$ cat config.mk
export PLATFORM = sky130hd
export DESIGN_NAME = bullet_controller
export DESIGN_NICKNAME = d
export VERILOG_FILES = /design/src/rtl/bullet_controller.sv
export SDC_FILE = /design/constraint.sdc
export NUM_CORES = 1
export LEC_CHECK = 0
export CAP_MARGIN = 20
export CORE_UTILIZATION = 52
export DETAILED_ROUTE_END_ITERATION = 10
export PLACE_DENSITY = 0.7
export SETUP_SLACK_MARGIN = 0.02
export SLEW_MARGIN = 0
export SYNTH_ARGS = -nofsm -noshare
export SYNTH_HDL_FRONTEND = slang
export SYNTH_SLANG_ARGS = --single-unit
$ cat constraint.sdc
create_clock -name clk -period 9.71 [get_ports clk]
set_clock_uncertainty 0.1 [all_clocks]
set_input_delay 2.913 -clock clk [delete_from_list [all_inputs] [get_ports clk]]
set_output_delay 2.913 -clock clk [all_outputs]
set_load 0.02 [all_outputs]
$ cat src/rtl/bullet_controller.sv
// Bullet slot manager: spawns bullets into a fixed 8-entry table and steps them once per frame_tick.
// Define BULLET_CTRL_WRAP_EN to wrap positions modulo 256 instead of retiring off-screen bullets.
module bullet_controller #(
  parameter int         NSLOT = 8,
  parameter logic [7:0] BSIZE = 8'd4
) (
  input  logic        clk,
  input  logic        reset,
  input  logic        frame_tick,
  input  logic        spawn_req,
  input  logic [15:0] spawn_pos,
  input  logic [1:0]  spawn_dir,
  input  logic [1:0]  spawn_color,
  output logic        spawn_ack,
  output logic        wr_en,
  output logic [2:0]  wr_index,
  output logic [63:0] wr_data,
  output logic        busy,
  output logic        full,
  output logic [3:0]  active_cnt,
  output logic        frame_done,
  output logic        overrun
);

  typedef enum logic [1:0] {CLEAR, IDLE, SPAWN, UPDATE} state_t;

  state_t                  state;
  logic [3:0]              cnt;
  logic                    pending;
  logic [NSLOT-1:0][15:0]  pos;
  logic [NSLOT-1:0][1:0]   dir;
  logic [NSLOT-1:0][1:0]   color;
  logic [NSLOT-1:0]        active;

  logic [NSLOT-1:0][15:0]  step_pos;
  logic [NSLOT-1:0]        step_ok;

  function automatic logic [63:0] pack(input logic [15:0] p, input logic [1:0] c, input logic r);
    return {29'd0, r, c, BSIZE, BSIZE, p};
  endfunction

  // Every slot computes its next position in parallel; the FSM picks one per cycle.
  for (genvar i = 0; i < NSLOT; i++) begin : g_step
    logic [8:0] xs, ys;  // bit 8 flags a borrow below 0 or carry past 255
    always_comb begin
      xs = {1'b0, pos[i][15:8]};
      ys = {1'b0, pos[i][7:0]};
      unique case (dir[i])
        2'b00:   ys = ys + 9'd1;
        2'b01:   ys = ys - 9'd1;
        2'b10:   xs = xs + 9'd1;
        default: xs = xs - 9'd1;
      endcase
    end
`ifdef BULLET_CTRL_WRAP_EN
    assign step_ok[i]  = 1'b1;
`else
    assign step_ok[i]  = ~(xs[8] | ys[8]);
`endif
    assign step_pos[i] = step_ok[i] ? {xs[7:0], ys[7:0]} : pos[i];
  end

  logic [2:0] free_idx;
  always_comb begin
    free_idx = '0;
    for (int i = NSLOT - 1; i >= 0; i--)
      if (!active[i]) free_idx = i[2:0];
  end

  logic [2:0] vi;
  logic       go_update, visit, accept;
  assign vi        = cnt[2:0];
  assign full      = (active_cnt == 4'd8);
  assign go_update = (state == IDLE) && (frame_tick || pending);
  assign visit     = go_update || ((state == UPDATE) && !cnt[3]);
  assign accept    = (state == IDLE) && !go_update && spawn_req && !full;

  always_ff @(posedge clk or posedge reset) begin
    if (reset) begin
      state      <= CLEAR;
      cnt        <= '0;
      pending    <= 1'b0;
      overrun    <= 1'b0;
      pos        <= '0;
      dir        <= '0;
      color      <= '0;
      active     <= '0;
      active_cnt <= '0;
      busy       <= 1'b1;
      wr_en      <= 1'b0;
      wr_index   <= '0;
      wr_data    <= '0;
      spawn_ack  <= 1'b0;
      frame_done <= 1'b0;
    end else begin
      wr_en      <= 1'b0;
      spawn_ack  <= 1'b0;
      frame_done <= 1'b0;
      if (frame_tick && pending)       overrun <= 1'b1;
      if (frame_tick && state != IDLE) pending <= 1'b1;

      if (visit) begin
        wr_en    <= active[vi];
        wr_index <= vi;
        wr_data  <= pack(step_pos[vi], color[vi], step_ok[vi]);
        if (active[vi]) begin
          pos[vi] <= step_pos[vi];
          if (!step_ok[vi]) begin
            active[vi] <= 1'b0;
            active_cnt <= active_cnt - 4'd1;
          end
        end
      end

      unique case (state)
        CLEAR:
          if (cnt[3]) begin
            state <= IDLE;
            busy  <= 1'b0;
            cnt   <= '0;
          end else begin
            wr_en    <= 1'b1;
            wr_index <= vi;
            wr_data  <= '0;
            cnt      <= cnt + 4'd1;
          end
        IDLE:
          if (go_update) begin
            pending <= 1'b0;
            state   <= UPDATE;
            busy    <= 1'b1;
            cnt     <= 4'd1;
          end else if (accept) begin
            pos[free_idx]    <= spawn_pos;
            dir[free_idx]    <= spawn_dir;
            color[free_idx]  <= spawn_color;
            active[free_idx] <= 1'b1;
            active_cnt       <= active_cnt + 4'd1;
            wr_en            <= 1'b1;
            wr_index         <= free_idx;
            wr_data          <= pack(spawn_pos, spawn_color, 1'b1);
            spawn_ack        <= 1'b1;
            state            <= SPAWN;
            busy             <= 1'b1;
          end
        SPAWN: begin
          state <= IDLE;
          busy  <= 1'b0;
        end
        UPDATE:
          if (cnt[3]) begin
            state      <= IDLE;
            busy       <= 1'b0;
            frame_done <= 1'b1;
            cnt        <= '0;
          end else begin
            cnt <= cnt + 4'd1;
          end
      endcase
    end
  end

endmodule

==> results.md <==
- Setup violations, final: 0
- Setup Buffers After CTS: 0
- Critical Path RT: roughly 10 ns
- Worst-Margin Slew: 1.10 ns
- Fin nets: about 2,300
- Crit end category: flip-flop
- Row cnt: 68
- Seq/Total Area, Yosys: 34.4%
- Largest net degree at the start of global routing: 177
- RSZ-0062 raised after global routing: false
- Leak: 0.00884 uW
- Routability Congestion: 0.994
- DR vias: roughly 18,000
- Setup_tns: 0 ns
- CTS Hold Bufs: 0
- Die Y-Extent: 189 um
- Initial antenna violation count: 3
- Max-Slew Margin vs Limit: 26.2%
- Final WS setup: roughly 3.4 ns
- Yosys warns: 0
- Hold Crit Class: flip-flop to flip-flop
- Share of cells above drive strength 1: 6.61%
- Placed insts: 2,625
- Tcrit/Tclk final: between 60% and 70%
- Multi-input gate area: about 11,000 um2
- WP data arrival: between 6 and 7 ns
- F_max: between 150 and 200 MHz
- Global-route usage over all layers: 37.8%
- Hpwl dp: 47.5 mm
- Period minus WS final: approximately 6.3 ns
- Cell Area, Synth: 18,300 um2
- CTS Buf Count: 29
- Vias per cell: 6.73
- FF+latch area: 6280 um2
- Post-synthesis area per instance: between 8 and 9 um2
- R2r setup slk: 3.69 ns
- DR WL/cell: 25.4 um
- Place WS: 3.05 ns
- Synth async-reset ratio: 100%
- Clk sink count: 251
- Drt drc: 0
- Clk_lat worst skew: 0.58 ns
- Max VDD drop: 0.000186 V
- Clock root cell: clkbuf_16
- Post-DRT Antenna Nets: 0
- First-pass GRT wire length: 103 mm
- Number of synthesized register bits: 251
- Initial Utilization: a little over half
- Area grow syn2layout: 12.7%
- Final WL: ~68 mm
- Total die area: 35,900 um2
- Vias in the first global route: 16,800
- Synth Flop Type: dfrtp_1
- Hold Vio Cnt, Final: 0
- Finished Layout Cells: about 2,700
- Port Buffers: 100
- Clock tree from TritonCTS: built
- Post-synth EDFFs: 0
- Setup CP Type: input port to flip-flop
- Die width: between 150 and 200 um
- Util after Layout: between 50% and 60%
- I/O Pins: 101
- Max-cap violations: 0
- Outcome: finished, final reports clean
- DRT Pass-1 Iters: 6
- CORE AREA: 34,500 um2
- Post-CTS Resized: 0
- Clock transition at the registers of the reported paths: approximately 0.060 ns
- Worst-path maximum fanout: 25
- Final Slew Violations: 0
- Fillers: 3,149
- H-tree depth: 1
- Post-Syn Instances: about 2,200
- CP Launch Type: input port
- Post-Syn Nets: 2,291
- Max clock buf depth: 3
- Iter 0 DRT Violations: 2,333
- Power Density: 368 nW/um2
- Pwr Total: 7580 uW
- GR Overflow Total: 0
- Synth unique cells: 87
final cells by class:
type	count	share of cell area, %
Multi-Input combinational cell	1719	54.3
Sequential cell	251	30.5
Timing Repair Buffer	139	6.35
Clock buffer	34	3.72
Tap cell	455	2.77
Inverter	62	1.15
Clock inverter	19	1.11
Antenna cell	3	0.0365
Yosys cell counts (all sizes together) (17+ instances only):
cell | instances | area, um2
nand2 | 251 | 942
clkbuf | 118 | 443
nor2 | 170 | 638
o22ai | 27 | 169
o21ai | 232 | 1160
nand2b | 31 | 201
a21o | 36 | 270
inv | 62 | 233
xnor2 | 81 | 709
nor3 | 64 | 332
o211ai | 21 | 158
a21oi | 98 | 490
dfrtp | 250 | 6260
ha | 78 | 976
a22oi | 57 | 428
and3 | 65 | 412
buf | 31 | 155
xor2 | 28 | 245
nand4 | 27 | 175
nand3 | 41 | 205
a31oi | 21 | 138
nor2b | 25 | 156
a211oi | 22 | 178
or4 | 18 | 135
or3 | 17 | 106
nor4 | 21 | 159
mux2i | 95 | 977
logic make-up after synthesis:
logic type	Yosys count	share of synthesized area [%]
simple gates	778	21.0
compound gates	637	22.4
flops	251	34.4
buf+inv	211	4.55
xor+xnor	109	5.23
mux	109	6.22
fa+ha+maj	86	6.22
power by group:
group	total (uW)	switching (uW)	internal (uW)	leakage [uW]
combinational	4570	2850	1710	0.00510
sequential	1840	460	1380	0.00326
clock	1170	492	673	0.000469
cells in the final DEF (no fill, tap or decap), drive strengths merged, types with 41 or more instances in the layout:
cell           Yosys  final
nand3             41     41
o21ai            232    232
inv               62     62
mux2i             95     95
a21oi             98     98
and3              65     65
nor2             170    170
dfrtp            250    250
clkdlybuf4s50      0    100
nand2            251    251
xnor2             81     81
ha                78     78
nor3              64     64
a22oi             57     57
metal layers:
metal	GRT usage, %	vias to the layer above	share of wire [%]
li1	-	7976	-
met1	50.1	8682	39
met2	54.8	1111	42
met3	9.40	279	12
met4	24.7	0	7.4
met5	0	-	0
per-stage QoR:
step / cell area (um2) / hold WS, ns
after global placement: 19600 / 0.351
after floorplan: 18300 / 0.346
final: 20600 / 0.358
after detailed placement: 19600 / 0.349
after CTS: 20600 / 0.362
after global routing: 20600 / 0.371
critical path, stage by stage:
cell	delay, ns
clkdlybuf4s50_1	0.52
nor2_1	0.09
nor2b_1	0.27
a21o_1	0.13
buf_4	0.30
nand3_1	0.61
nor2_1	0.97
nor2_1	0.41
a22oi_1	0.25
o21ai_0	0.12
flip-flops by register name, indices dropped and copies added (netlist names):
signal	cells
active	8
state	2
active_cnt	4
color	16
pending	1
wr_index	3
overrun	1
cnt	4
dir	16
frame_done	1
spawn_ack	1
wr_data	64
pos	128
wr_en	1
busy	1
final timing paths:
kind	from	endpoint	cells past startpoint
worst min-delay path	overrun$_DFFE_PP0P_	overrun$_DFFE_PP0P_	1
min in group asynchronous	reset	wr_data[26]$_DFF_PP0_	3
max in group asynchronous	reset	dir[12]$_DFFE_PP0P_	4
worst min register to register	overrun$_DFFE_PP0P_	overrun$_DFFE_PP0P_	1
worst max-delay path	frame_tick	pos[22]$_DFF_PP0_	10
worst max register to register	dir[12]$_DFFE_PP0P_	pos[47]$_DFF_PP0_	11
Note: power is estimated with default switching activity, not from simulation.
